File: src/rtl/vend_pkg.sv
// Shared definitions for the change dispenser.
// Holds the FSM state codes, the tube index constants, the denomination table
// and the change datapath width.
package vend_pkg;

  localparam int unsigned CHANGE_W  = 8;
  localparam int unsigned NUM_TUBES = 4;
  localparam int unsigned TUBE_W    = 2;
  localparam int unsigned STATE_W   = 2;

  // Dispenser FSM states
  localparam logic [STATE_W-1:0] ST_IDLE   = 2'd0;
  localparam logic [STATE_W-1:0] ST_SELECT = 2'd1;
  localparam logic [STATE_W-1:0] ST_REQ    = 2'd2;
  localparam logic [STATE_W-1:0] ST_FINISH = 2'd3;

  // Tube indices, ordered largest denomination first so that the lowest
  // usable index is always the greedy choice.
  localparam logic [TUBE_W-1:0] TUBE_10 = 2'd0;
  localparam logic [TUBE_W-1:0] TUBE_5  = 2'd1;
  localparam logic [TUBE_W-1:0] TUBE_2  = 2'd2;
  localparam logic [TUBE_W-1:0] TUBE_1  = 2'd3;

  // Coin value held in each tube, in change units
  function automatic logic [CHANGE_W-1:0] coin_value(input logic [TUBE_W-1:0] tube);
    logic [CHANGE_W-1:0] val;
    case (tube)
      TUBE_10: val = 8'd10;
      TUBE_5:  val = 8'd5;
      TUBE_2:  val = 8'd2;
      default: val = 8'd1;
    endcase
    return val;
  endfunction

endpackage

File: src/rtl/coin_inventory.sv
// Per-tube coin inventory for the change dispenser.
// Four saturating counters, loaded with INV_INIT on reset, incremented by
// refills and decremented by one for every confirmed ejection.
// Ports:
//   clk, reset        clock, synchronous active-high reset
//   refill_en         add refill_cnt coins to tube refill_sel (saturating)
//   refill_sel        tube receiving the refill
//   refill_cnt        number of coins added
//   dec_en            one coin left tube dec_sel
//   dec_sel           tube that dropped the coin
//   avail             per-tube flag: tube holds at least one coin
module coin_inventory
  import vend_pkg::*;
#(
  parameter int unsigned INV_W    = 6,
  parameter int unsigned INV_INIT = 8
) (
  input  logic                 clk,
  input  logic                 reset,
  input  logic                 refill_en,
  input  logic [TUBE_W-1:0]    refill_sel,
  input  logic [INV_W-1:0]     refill_cnt,
  input  logic                 dec_en,
  input  logic [TUBE_W-1:0]    dec_sel,
  output logic [NUM_TUBES-1:0] avail
);

  localparam logic [INV_W-1:0] INV_MAX = '1;
  localparam logic [INV_W-1:0] INV_RST = INV_W'(INV_INIT);
  localparam logic [INV_W-1:0] INV_ONE = INV_W'(1);

  logic [INV_W-1:0] inv   [NUM_TUBES];
  logic [INV_W-1:0] inv_d [NUM_TUBES];
  logic [INV_W:0]   sum   [NUM_TUBES];

  // Next count per tube; the extra sum bit flags a refill overflow
  always_comb begin
    for (int t = 0; t < NUM_TUBES; t++) begin
      sum[t]   = {1'b0, inv[t]} + {1'b0, refill_cnt};
      inv_d[t] = inv[t];
      if (refill_en && (refill_sel == TUBE_W'(t))) begin
        inv_d[t] = sum[t][INV_W] ? INV_MAX : sum[t][INV_W-1:0];
      end else if (dec_en && (dec_sel == TUBE_W'(t)) && (inv[t] != '0)) begin
        inv_d[t] = inv[t] - INV_ONE;
      end
    end
  end

  // Counter registers
  always_ff @(posedge clk) begin
    if (reset) begin
      for (int t = 0; t < NUM_TUBES; t++) inv[t] <= INV_RST;
    end else begin
      for (int t = 0; t < NUM_TUBES; t++) inv[t] <= inv_d[t];
    end
  end

  // Tube availability for coin selection
  always_comb begin
    for (int t = 0; t < NUM_TUBES; t++) avail[t] = (inv[t] != '0);
  end

endmodule

File: src/rtl/change_dispense_ctrl.sv
// Change dispense controller.
// Breaks a change amount into 10/5/2/1 unit coins greedily, drives the coin
// ejector one coin per req/ack handshake, tracks tube inventory and reports
// shortfall (inventory could not cover the change) or jam (ack timeout).
// Ports:
//   clk, reset             clock, synchronous active-high reset
//   start, change_amt      begin dispensing change_amt units (ignored while busy)
//   eject_req, eject_sel   request one coin from tube eject_sel
//   eject_ack              ejector confirms the coin dropped
//   refill, refill_sel,
//   refill_cnt             add coins to a tube while not busy
//   busy                   dispense in progress
//   done                   one-cycle end-of-dispense pulse
//   shortfall, jam         status qualified by done
//   remaining              unpaid balance, valid with done
module change_dispense_ctrl
  import vend_pkg::*;
#(
  parameter int unsigned INV_W       = 6,
  parameter int unsigned ACK_TIMEOUT = 16,
  parameter int unsigned INV_INIT    = 8
) (
  input  logic                clk,
  input  logic                reset,
  input  logic                start,
  input  logic [CHANGE_W-1:0] change_amt,
  output logic                eject_req,
  output logic [TUBE_W-1:0]   eject_sel,
  input  logic                eject_ack,
  input  logic                refill,
  input  logic [TUBE_W-1:0]   refill_sel,
  input  logic [INV_W-1:0]    refill_cnt,
  output logic                busy,
  output logic                done,
  output logic                shortfall,
  output logic                jam,
  output logic [CHANGE_W-1:0] remaining
);

  localparam int unsigned     TMO_W      = $clog2(ACK_TIMEOUT + 1);
  localparam logic [TMO_W-1:0] TMO_EXPIRE = TMO_W'(ACK_TIMEOUT - 1);
  localparam logic [TMO_W-1:0] TMO_ONE    = TMO_W'(1);

  logic [STATE_W-1:0]   state_q, state_d;
  logic [CHANGE_W-1:0]  rem_q, rem_d;
  logic [TMO_W-1:0]     tmo_q, tmo_d;
  logic                 req_d;
  logic [TUBE_W-1:0]    sel_d;
  logic                 busy_d, done_d, short_d, jam_d;
  logic [CHANGE_W-1:0]  remaining_d;

  logic [NUM_TUBES-1:0] avail;
  logic                 pick_valid;
  logic [TUBE_W-1:0]    pick_sel;
  logic [CHANGE_W-1:0]  cur_value;
  logic                 start_acc;
  logic                 refill_en;
  logic                 dec_en;

  // Busy drops one cycle after the done pulse, so start/refill wait for it
  assign start_acc = start && (state_q == ST_IDLE) && !busy;
  assign refill_en = refill && !busy;
  assign dec_en    = (state_q == ST_REQ) && eject_ack;
  assign cur_value = coin_value(eject_sel);

  coin_inventory #(
    .INV_W    (INV_W),
    .INV_INIT (INV_INIT)
  ) u_inv (
    .clk        (clk),
    .reset      (reset),
    .refill_en  (refill_en),
    .refill_sel (refill_sel),
    .refill_cnt (refill_cnt),
    .dec_en     (dec_en),
    .dec_sel    (eject_sel),
    .avail      (avail)
  );

  // Greedy pick: lowest index (largest coin) that fits and is stocked
  always_comb begin
    pick_valid = 1'b0;
    pick_sel   = '0;
    for (int t = NUM_TUBES - 1; t >= 0; t--) begin
      if (avail[t] && (coin_value(TUBE_W'(t)) <= rem_q)) begin
        pick_valid = 1'b1;
        pick_sel   = TUBE_W'(t);
      end
    end
  end

  // Next-state and registered-output logic
  always_comb begin
    state_d     = state_q;
    rem_d       = rem_q;
    tmo_d       = tmo_q;
    req_d       = eject_req;
    sel_d       = eject_sel;
    busy_d      = busy;
    done_d      = 1'b0;
    short_d     = shortfall;
    jam_d       = jam;
    remaining_d = remaining;

    case (state_q)
      ST_IDLE: begin
        busy_d = 1'b0;
        if (start_acc) begin
          rem_d   = change_amt;
          short_d = 1'b0;
          jam_d   = 1'b0;
          busy_d  = 1'b1;
          state_d = (change_amt == '0) ? ST_FINISH : ST_SELECT;
        end
      end

      ST_SELECT: begin
        busy_d = 1'b1;
        tmo_d  = '0;
        if (pick_valid) begin
          sel_d   = pick_sel;
          req_d   = 1'b1;
          state_d = ST_REQ;
        end else begin
          short_d = 1'b1;
          state_d = ST_FINISH;
        end
      end

      // Ack is checked first so an ack on the expiry cycle still pays
      ST_REQ: begin
        busy_d = 1'b1;
        if (eject_ack) begin
          req_d   = 1'b0;
          rem_d   = rem_q - cur_value;
          tmo_d   = '0;
          state_d = (rem_q == cur_value) ? ST_FINISH : ST_SELECT;
        end else if (tmo_q == TMO_EXPIRE) begin
          req_d   = 1'b0;
          jam_d   = 1'b1;
          tmo_d   = '0;
          state_d = ST_FINISH;
        end else begin
          tmo_d = tmo_q + TMO_ONE;
        end
      end

      ST_FINISH: begin
        busy_d      = 1'b1;
        done_d      = 1'b1;
        remaining_d = rem_q;
        state_d     = ST_IDLE;
      end

      default: begin
        state_d = ST_IDLE;
        req_d   = 1'b0;
        busy_d  = 1'b0;
      end
    endcase
  end

  // State and output registers
  always_ff @(posedge clk) begin
    if (reset) begin
      state_q   <= ST_IDLE;
      rem_q     <= '0;
      tmo_q     <= '0;
      eject_req <= 1'b0;
      eject_sel <= '0;
      busy      <= 1'b0;
      done      <= 1'b0;
      shortfall <= 1'b0;
      jam       <= 1'b0;
      remaining <= '0;
    end else begin
      state_q   <= state_d;
      rem_q     <= rem_d;
      tmo_q     <= tmo_d;
      eject_req <= req_d;
      eject_sel <= sel_d;
      busy      <= busy_d;
      done      <= done_d;
      shortfall <= short_d;
      jam       <= jam_d;
      remaining <= remaining_d;
    end
  end

endmodule

File: config.mk
export PLATFORM = sky130hd
export DESIGN_NAME = change_dispense_ctrl
export DESIGN_NICKNAME = d
export VERILOG_FILES = /design/src/rtl/vend_pkg.sv /design/src/rtl/coin_inventory.sv /design/src/rtl/change_dispense_ctrl.sv
export SDC_FILE = /design/constraint.sdc
export NUM_CORES = 1
export LEC_CHECK = 0
export ABC_AREA = 1
export ABC_CLOCK_PERIOD_IN_PS = 2300
export CAP_MARGIN = 10
export CORE_MARGIN = 1.5
export CORE_UTILIZATION = 40
export DETAILED_ROUTE_END_ITERATION = 8
export DONT_BUFFER_PORTS = 1
export SYNTH_ARGS = -nofsm -noshare
export SYNTH_HDL_FRONTEND = slang
export SYNTH_HIERARCHICAL = 1
export SYNTH_SLANG_ARGS = --single-unit
File: constraint.sdc
create_clock -name clk -period 2.3 [get_ports clk]
set_input_delay 0.23 -clock clk [delete_from_list [all_inputs] [get_ports clk]]
set_output_delay 0.23 -clock clk [all_outputs]
set_load 0.03 [all_outputs]
-- After elaboration in Yosys (flattened, before gate mapping)
Memories as Yosys holds them, arrays and structs flattened.
Index checks and enable logic that the tools add are counted.
- register bits: 30
- bits in writable memories: 24
- input port bits: 21
- output and inout bits: 15
- memories: 1
- memory list (memory ; words ; bits a word ; rd ports ; clocked after Yosys merged registers in ; wr ports ; line ; text):
    u_inv.inv ; 4 ; 6 ; 4 ; 0 ; 4 ; coin_inventory.sv:32 ; logic [INV_W-1:0] inv [NUM_TUBES];
- add/sub/neg operators: 10
- order comparisons: 4
- eq/ne operators: 18
- mux-type cells: 54
- bitwise operators: 4
- reduce and logical (&&, ||, !) cells: 39
- operators with widths (cell ; number):
    6-bit two-way mux ; 16
    6-bit by 6-bit adder with 7-bit output ; 4
    6-bit nonzero test ; 4
    6-bit by 1-bit subtractor with 6-bit output, second input constant ; 4
    1-bit logical AND ; 20
    2-bit two-way mux ; 9
    1-bit two-way mux ; 17
    8-bit two-way mux ; 2
    8-bit case mux with 2 select lines ; 1
    2-bit == test, second input constant ; 6
    4-bit case mux with 3 select lines ; 1
    5-bit two-way mux ; 2
    2-bit inequality test, second input constant ; 5
    5-bit case mux with 2 select lines ; 1
    3-bit AND reduction ; 3
    8-bit == test ; 1
    1-bit by 8-bit <= comparator with 1-bit output, first input constant ; 1
    2-bit by 8-bit <= comparator with 1-bit output, first input constant ; 1
    3-bit by 8-bit <= comparator with 1-bit output, first input constant ; 1
    4-bit by 8-bit <= comparator with 1-bit output, first input constant ; 1
    8-bit logical NOT ; 1
    1-bit case mux with 2 select lines ; 4
    2-bit case mux with 4 select lines ; 1
    8-bit subtractor ; 1
    12 further kinds ; 22

-- Logic depth before layout (Yosys ltp)
Gate-level depths: netlist of the first run.
An unclocked memory read counts as a cell.
- depth in word-level cells: 9
- depth in mapped cells: 13

-- Cells and area by module
The synthesis of the first run kept the hierarchy.
- modules (own cells, without submodules) (module ; instances ; cells each ; area each (µm²) ; seq. area each (µm²)):
    coin_inventory ; 1 ; 380 ; 2532.4 ; 480.5
    change_dispense_ctrl ; 1 ; 237 ; 1740.4 ; 600.6

-- Worst setup path after synthesis of the first run
Ideal clock, no wire load.
- path type: reg2reg
- start: reg eject_sel[0]
- end: reg rem_q[6]
- data arrival time: 1.831 ns
- slack: 0.399 ns
- cell stages (with the launch flop): 11
- clock period less this slack: 1.901 ns
- path through: dfxtp_1 ha_1 inv_1 fa_1 nand2_1 nand2_1 nor2_1 nand2_1 o21ai_0 nand2_1 a21oi_1
- longest elaborated chain between the ends: 5
- elaborated cells between the ends (all ways): 7
- classes of those cells: 1 x add/sub; 2 x eq/ne; 3 x mux; 1 x reduce/logical
- ends and longest elaborated chain (item ; line ; text):
    start, declared ; change_dispense_ctrl.sv:28 ; output logic [TUBE_W-1:0] eject_sel,
    start signal, assigned ; change_dispense_ctrl.sv:181 ; eject_sel <= sel_d;
    2-bit == test, or another cell as far along ; vend_pkg.sv:27 ; case (tube)
    4-bit case mux with 3 select lines (*) ; vend_pkg.sv:27 ;
    8-bit subtractor (*) ; change_dispense_ctrl.sv:135 ; rem_d = rem_q - cur_value;
    8-bit two-way mux (*) ; change_dispense_ctrl.sv:133 ; if (eject_ack) begin
    8-bit case mux with 2 select lines (*) ; change_dispense_ctrl.sv:105 ; case (state_q)
    end signal, assigned ; change_dispense_ctrl.sv:178 ; rem_q <= rem_d;
    end, declared ; change_dispense_ctrl.sv:45 ; logic [CHANGE_W-1:0] rem_q, rem_d;
Mark *: on every way between the ends. The rest lies on a longest branch, timed or not. The select of a mux whose other input is x is not followed.
A chain may end at the register's enable or synchronous reset.

-- Worst setup path in the final report of the first run
Same ends and word-level chain as after synthesis.

==> summary.txt, run 1 <==
DIE AREA - 11310 µm²
Post-CTS Setup Bufs - 0
Fin cells - 756
Starting density of the core - 41.39%
Resized Gates After CTS - 0
FF+latch area - 1081 µm²
TritonCTS clock tree - built
RSZ-0062 raised after global routing - false
Vias in the first global route - 3631
ANT nets after route - 0
Gr busiest metal - met2
Max-cap violations - 0
Syn_area_per_cell - 6.925 µm²
Synth warn - 6
Cts hold-fix bufs - 1
Final Core Density - 43.92%
Least-Margin Pin Slew - 0.6929 ns
Rel. slew slack - 53.76%
Max-slew violations - 0
Tmin final - 1.976 ns
Type of origin of the critical path - flop
Worst hold path type - in -> reg
GPL Wtd Cong - 0.8913
CTS Buffer Depth - 2
Static Leak - 2.125 nW
Total number of vias - 3976
Share of cells above drive strength 1 - 10.00%
Met3 Resource Use GR - 3.495%
Pin count of the biggest net entering global routing - 23
WP data required - 2.56 ns
Synth cell types - 40
Synth top area share - 25.30%
Cells after Synth - 617
Die W - 106.4 µm
Worst vdd rail ir drop - 0.4379 mV
Iter 0 DRT Violations - 233
Final #Nets - 687
DR WL/cell - 13.69 µm
Final hold vios - 0
Cell Pwr Density - 1036 nW/µm²
First-pass iteration count of the detailed router - 5
Worst Setup Path Type - reg -> reg
WL final - 10.35 mm
Final period util - 85.93%
Die height - 106.4 µm
Pre-CTS WS - 0.3902 ns
Status - finished, final reports clean
FP Rows - 37
Vias per std cell - 5.259
Post-Syn Area - 4273 µm²
Total track usage - 18.67%
CTS root buffer - clkbuf_8
WP data arrival - 2.23 ns
Layout Area Growth over Synthesis - 6.120%
Clk_lat worst skew - 0.33 ns
Yosys reg bits - 54
Post-synthesis net count - 685
CTS clk-pin slew, worst paths - 0.12 ns
GRT met1 Usage - 25.11%
Initial antenna violation count - 0
Cts bufs inserted - 5
Post-Place Cells - 747
GRT overflow - 0
Dpl hpwl - 7.977 mm
Top cells by area, synth - dfxtp_1 (25%), ha_1 (12%), nand2_1 (9.9%), a21oi_1 (8.2%), inv_1 (6.2%)
N_diodes - 0
CTS HTree Levels - 2
Worst Setup End Kind - flop
Max Freq - 506.0 MHz
Placeable Area - 10320 µm²
Footprint of the multi-input gates - 2816 µm²
Final setup TNS - 0 ns
Final hold slack - 0.07024 ns
Final worst slack - 0.3236 ns
Post-synthesis cell type with the largest combined area - dfxtp_1
Worst-path fanout max - 9
Met2 usage - 29.95%
Final Skew - 0.008970 ns
Register area share after synthesis - 25.30%
Final setup viols - 0
IO Port Bufs - 0
Clock sink total - 54
First-pass GRT wire length - 17.08 mm
DRC viols - 0
Io pins - 36
Filler Cell Count - 1064
## placed cells by master, fill, tap and decap left out, drive strengths merged, types with 2 or more instances in the layout
| cell | n |
|---|---|
| nand3 | 63 |
| fa | 5 |
| dfxtp | 54 |
| o211ai | 3 |
| clkbuf | 5 |
| buf | 3 |
| nor3 | 6 |
| o21ai | 65 |
| xnor2 | 9 |
| inv | 84 |
| nand3b | 3 |
| a21oi | 70 |
| ha | 42 |
| o21bai | 3 |
| xor2 | 10 |
| a21boi | 2 |
| nor2 | 51 |
| nand4 | 7 |
| nand2 | 124 |
## cell families after synthesis
kind of cell / count (synthesis) / synth area share, %
AOI/OAI and AO/OA: 147 / 18.42
xor gates and xnor gates: 19 / 3.895
adders and majority gates: 47 / 14.64
buffers and inverters: 93 / 8.785
DFF: 54 / 25.30
and+or+nand+nor: 257 / 28.96
## where the power goes
part,switching [mW],internal (mW)
Sequential,0.324,1.14
Combinational,1.60,0.927
Clock,0.372,0.333
Total,2.29,2.40
## layout make-up
| type | instances | share of cell area (%) |
|---|---|---|
| clock buffer | 5 | 1.518 |
| sequential | 54 | 23.84 |
| tap | 136 | 3.753 |
| multi-input combinational | 470 | 62.11 |
| timing repair buffer | 4 | 0.7174 |
| inverter | 84 | 6.981 |
| clock inverter | 3 | 1.076 |
## per-layer routing
metal  part of all wire, %  up-vias
met4                   2.1        0
met1                    48     1807
li1                      -     2058
met2                    45       93
met3                   5.0       18
met5                     0        -
## registers in the layout, summed over array words and instances, names as in the netlist
name and flops:
rem_q 8, shortfall 1, remaining 8, busy 1, eject_sel 2, u_inv/inv 24, done 1, eject_req 1
jam 1, state_q 2, tmo_q 5
## worst max-delay path: stages (launching register included)
cell     delay, ns
dfxtp_1       0.53
ha_1          0.20
inv_1         0.06
fa_1          0.41
nand2_1       0.12
nand2_1       0.05
nor2_1        0.12
nand2_1       0.08
o21ai_0       0.15
nand2_1       0.06
a21oi_1       0.12
## through the flow
step	cell area, µm²	power (mW)
6_report	4534	4.697
5_1_grt	4534	5.112
3_5_place_dp	4407	3.983
4_1_cts	4534	4.711
2_1_floorplan	4273	3.489
3_3_place_gp	4407	3.933
## synth_stat cells (all sizes together)
cell    number
a21boi       2
a22oi        1
nand3       63
o211ai       3
o21a         1
or2          1
a21oi       70
inv         83
nor2        51
a31oi        1
nor3         6
a21o         1
ha          42
nor4         1
nand2      124
nand3b       3
buf          5
fa           5
xnor2        9
clkbuf       4
nand4        7
clkinv       1
xor2        10
dfxtp       54
nor3b        1
o21bai       3
o21ai       65
## path summary, 6_finish.rpt
kind | depth (start not counted) | from | slack, ns | to
max | 10 | eject_sel[0] | 0.32 | rem_q[6]
min | 2 | change_amt[1] | 0.07 | rem_q[1]
min reg2reg | 2 | tmo_q[4] | 0.48 | tmo_q[4]
max reg2reg | 10 | eject_sel[0] | 0.32 | rem_q[6]
(Power assumes the default switching activity.)
==> run 2, diff against run 1 <==
- ABC_CLOCK_PERIOD_IN_PS: 2300 -> 2100
- CORE_ASPECT_RATIO: not set -> 1.5
- CORE_UTILIZATION: 40 -> 65
- PLACE_DENSITY: not set -> 0.81
- clock period: 2.3 -> 2.1 ns (I/O delays scaled with it)
==> run 2 against run 1 <==
Compared with the run above: utilization increased by 25 points; sequential power increased by 9.5%; global-route usage increased by 12 points; sequential share of layout area increased by 0.44 points; register-to-register slack got worse by 0.20 ns; clock power increased by 4.3%; critical path type unchanged; critical endpoint unchanged.
==> summary.txt, run 2 (synthesis gave the netlist of run 1 again) <==
Status - finished, final reports clean
Pre-CTS WS - 0.1938 ns
Cts bufs inserted - 5
Share of cells above drive strength 1 - 9.839%
CTS clk-pin slew, worst paths - 0.10 ns
Max-slew violations - 0
CTS Buffer Depth - 2
Rel. slew slack - 53.41%
DR WL/cell - 15.43 µm
Max Freq - 506.5 MHz
Final hold slack - 0.03735 ns
GRT overflow - 0
Final #Nets - 687
Type of origin of the critical path - flop
Placeable Area - 6441 µm²
First-pass iteration count of the detailed router - 7
Initial antenna violation count - 0
Dpl hpwl - 8.245 mm
Max reg flops - 24
WL final - 10.74 mm
IO Port Bufs - 0
Pin count of the biggest net entering global routing - 23
Total power - 5.189 mW
Final hold vios - 0
Io pins - 36
Static Leak - 2.120 nW
WP data required - 2.35 ns
Reg2reg setup slack - 0.13 ns
Worst hold path type - in -> reg
FP Rows - 36
Max-cap violations - 0
R2R Path End - rem_q[6]
ANT nets after route - 0
N_diodes - 0
CP startpoint - eject_sel[1]
Total track usage - 30.88%
GPL Wtd Cong - 0.9115
TritonCTS clock tree - built
Placed Area - 4332 µm²
Worst path max stage delay - 0.38 ns
Clock sink total - 54
Cell Pwr Density - 1166 nW/µm²
Worst vdd rail ir drop - 0.4442 mV
Most common cell after layout, fill and taps aside - nand2_1
Worst-path fanout max - 6
Final worst slack - 0.1255 ns
Biggest register - u_inv/inv
RSZ-0062 raised after global routing - false
Vias per std cell - 5.918
Cell area after layout - 4452 µm²
Die height - 102.3 µm
Iter 0 DRT Violations - 171
Layout Area Growth over Synthesis - 4.187%
Setup crit end - rem_q[6]
Slowest CP cell - dfxtp_1
Worst Setup End Kind - flop
WP data arrival - 2.23 ns
Clk_lat worst skew - 0.32 ns
Final setup TNS - 0 ns
Most numerous cell on the critical path - nand2_1
Worst R2R Start - eject_sel[1]
Worst Setup Path Type - reg -> reg
Die W - 69.20 µm
First-pass GRT wire length - 17.81 mm
Vias in the first global route - 4106
Worst R2R Path Depth - 9
Tmin final - 1.974 ns
DIE AREA - 7079 µm²
Total number of vias - 4119
CP Cell Sequence - or2_2, ha_1, a21oi_1, nand2_1, nor2_1, nand2_1, o21ai_0, nand2_1, a21oi_1
Most frequent cells in the layout - nand2_1 (113), inv_1 (71), a21oi_1 (70)
DRC viols - 0
CTS HTree Levels - 2
Regs by FF count - u_inv/inv x24, rem_q x8, remaining x8
Final setup viols - 0
Least-Margin Pin Slew - 0.6981 ns
Final Skew - 0.006503 ns
Final period util - 94.02%
Starting density of the core - 66.34%
CTS root buffer - clkbuf_8
Post-Place Cells - 687
Fin cells - 696
Final Core Density - 69.11%
==> run 2: layout make-up <==
class,instances,area [µm²]
Clock buffer,6,72.57
Clock inverter,2,37.54
Fill cell,555,1989
Inverter,84,316.6
Multi-Input combinational cell,470,2816
Sequential cell,54,1081
Tap cell,76,95.09
Timing Repair Buffer,4,32.53
==> run 2: report_power, final <==
group          switching, mW  internal, mW  total (mW)
Clock                  0.378         0.357       0.735
Combinational           1.82          1.02        2.84
Sequential             0.359          1.25        1.61
Total                   2.56          2.63        5.19
==> run 2: what timing repair did <==
item / in CTS / in global routing
endpoints found under the hold margin: 11 / 0
setup buffers: 0 / 0
setup endpoints to repair: 0 / 0
hold buffers: 1 / 0
gates resized for setup: 0 / 0
==> run 2: worst max-delay path, delay by kind of cell (launching register included) <==
family / cells / cell delay, ns
adders and majority gates: 1 / 0.34
AOI/OAI and AO/OA: 3 / 0.51
DFF: 1 / 0.38
and+or+nand+nor: 5 / 0.69
==> run 2: routing by layer <==
| metal | part of all wire, % | GRT usage, % |
|---|---|---|
| met2 | 54 | 61.39 |
| met3 | 5.2 | 6.312 |
| met1 | 38 | 29.65 |
| met4 | 3.0 | 15.99 |
| met5 | 0 | 0 |
==> run 2: worst min path at each step <==
stage / start / endpoint / slack [ns] / depth (start not counted)
4_1_cts: change_amt[1] / rem_q[1] / 0.04 / 2
3_3_place_gp: reset / rem_q[6] / 0.28 / 1
5_1_grt: change_amt[1] / rem_q[1] / 0.06 / 2
2_1_floorplan: reset / u_inv/inv[0][0] / 0.28 / 1
6_report: change_amt[1] / rem_q[1] / 0.04 / 2
3_5_place_dp: reset / rem_q[6] / 0.29 / 1
==> run 3, diff against run 2 <==
- CAP_MARGIN: 10 -> 25
==> results of run 3 <==
The final DEF is identical to that of run 2; final timing and power are the same.
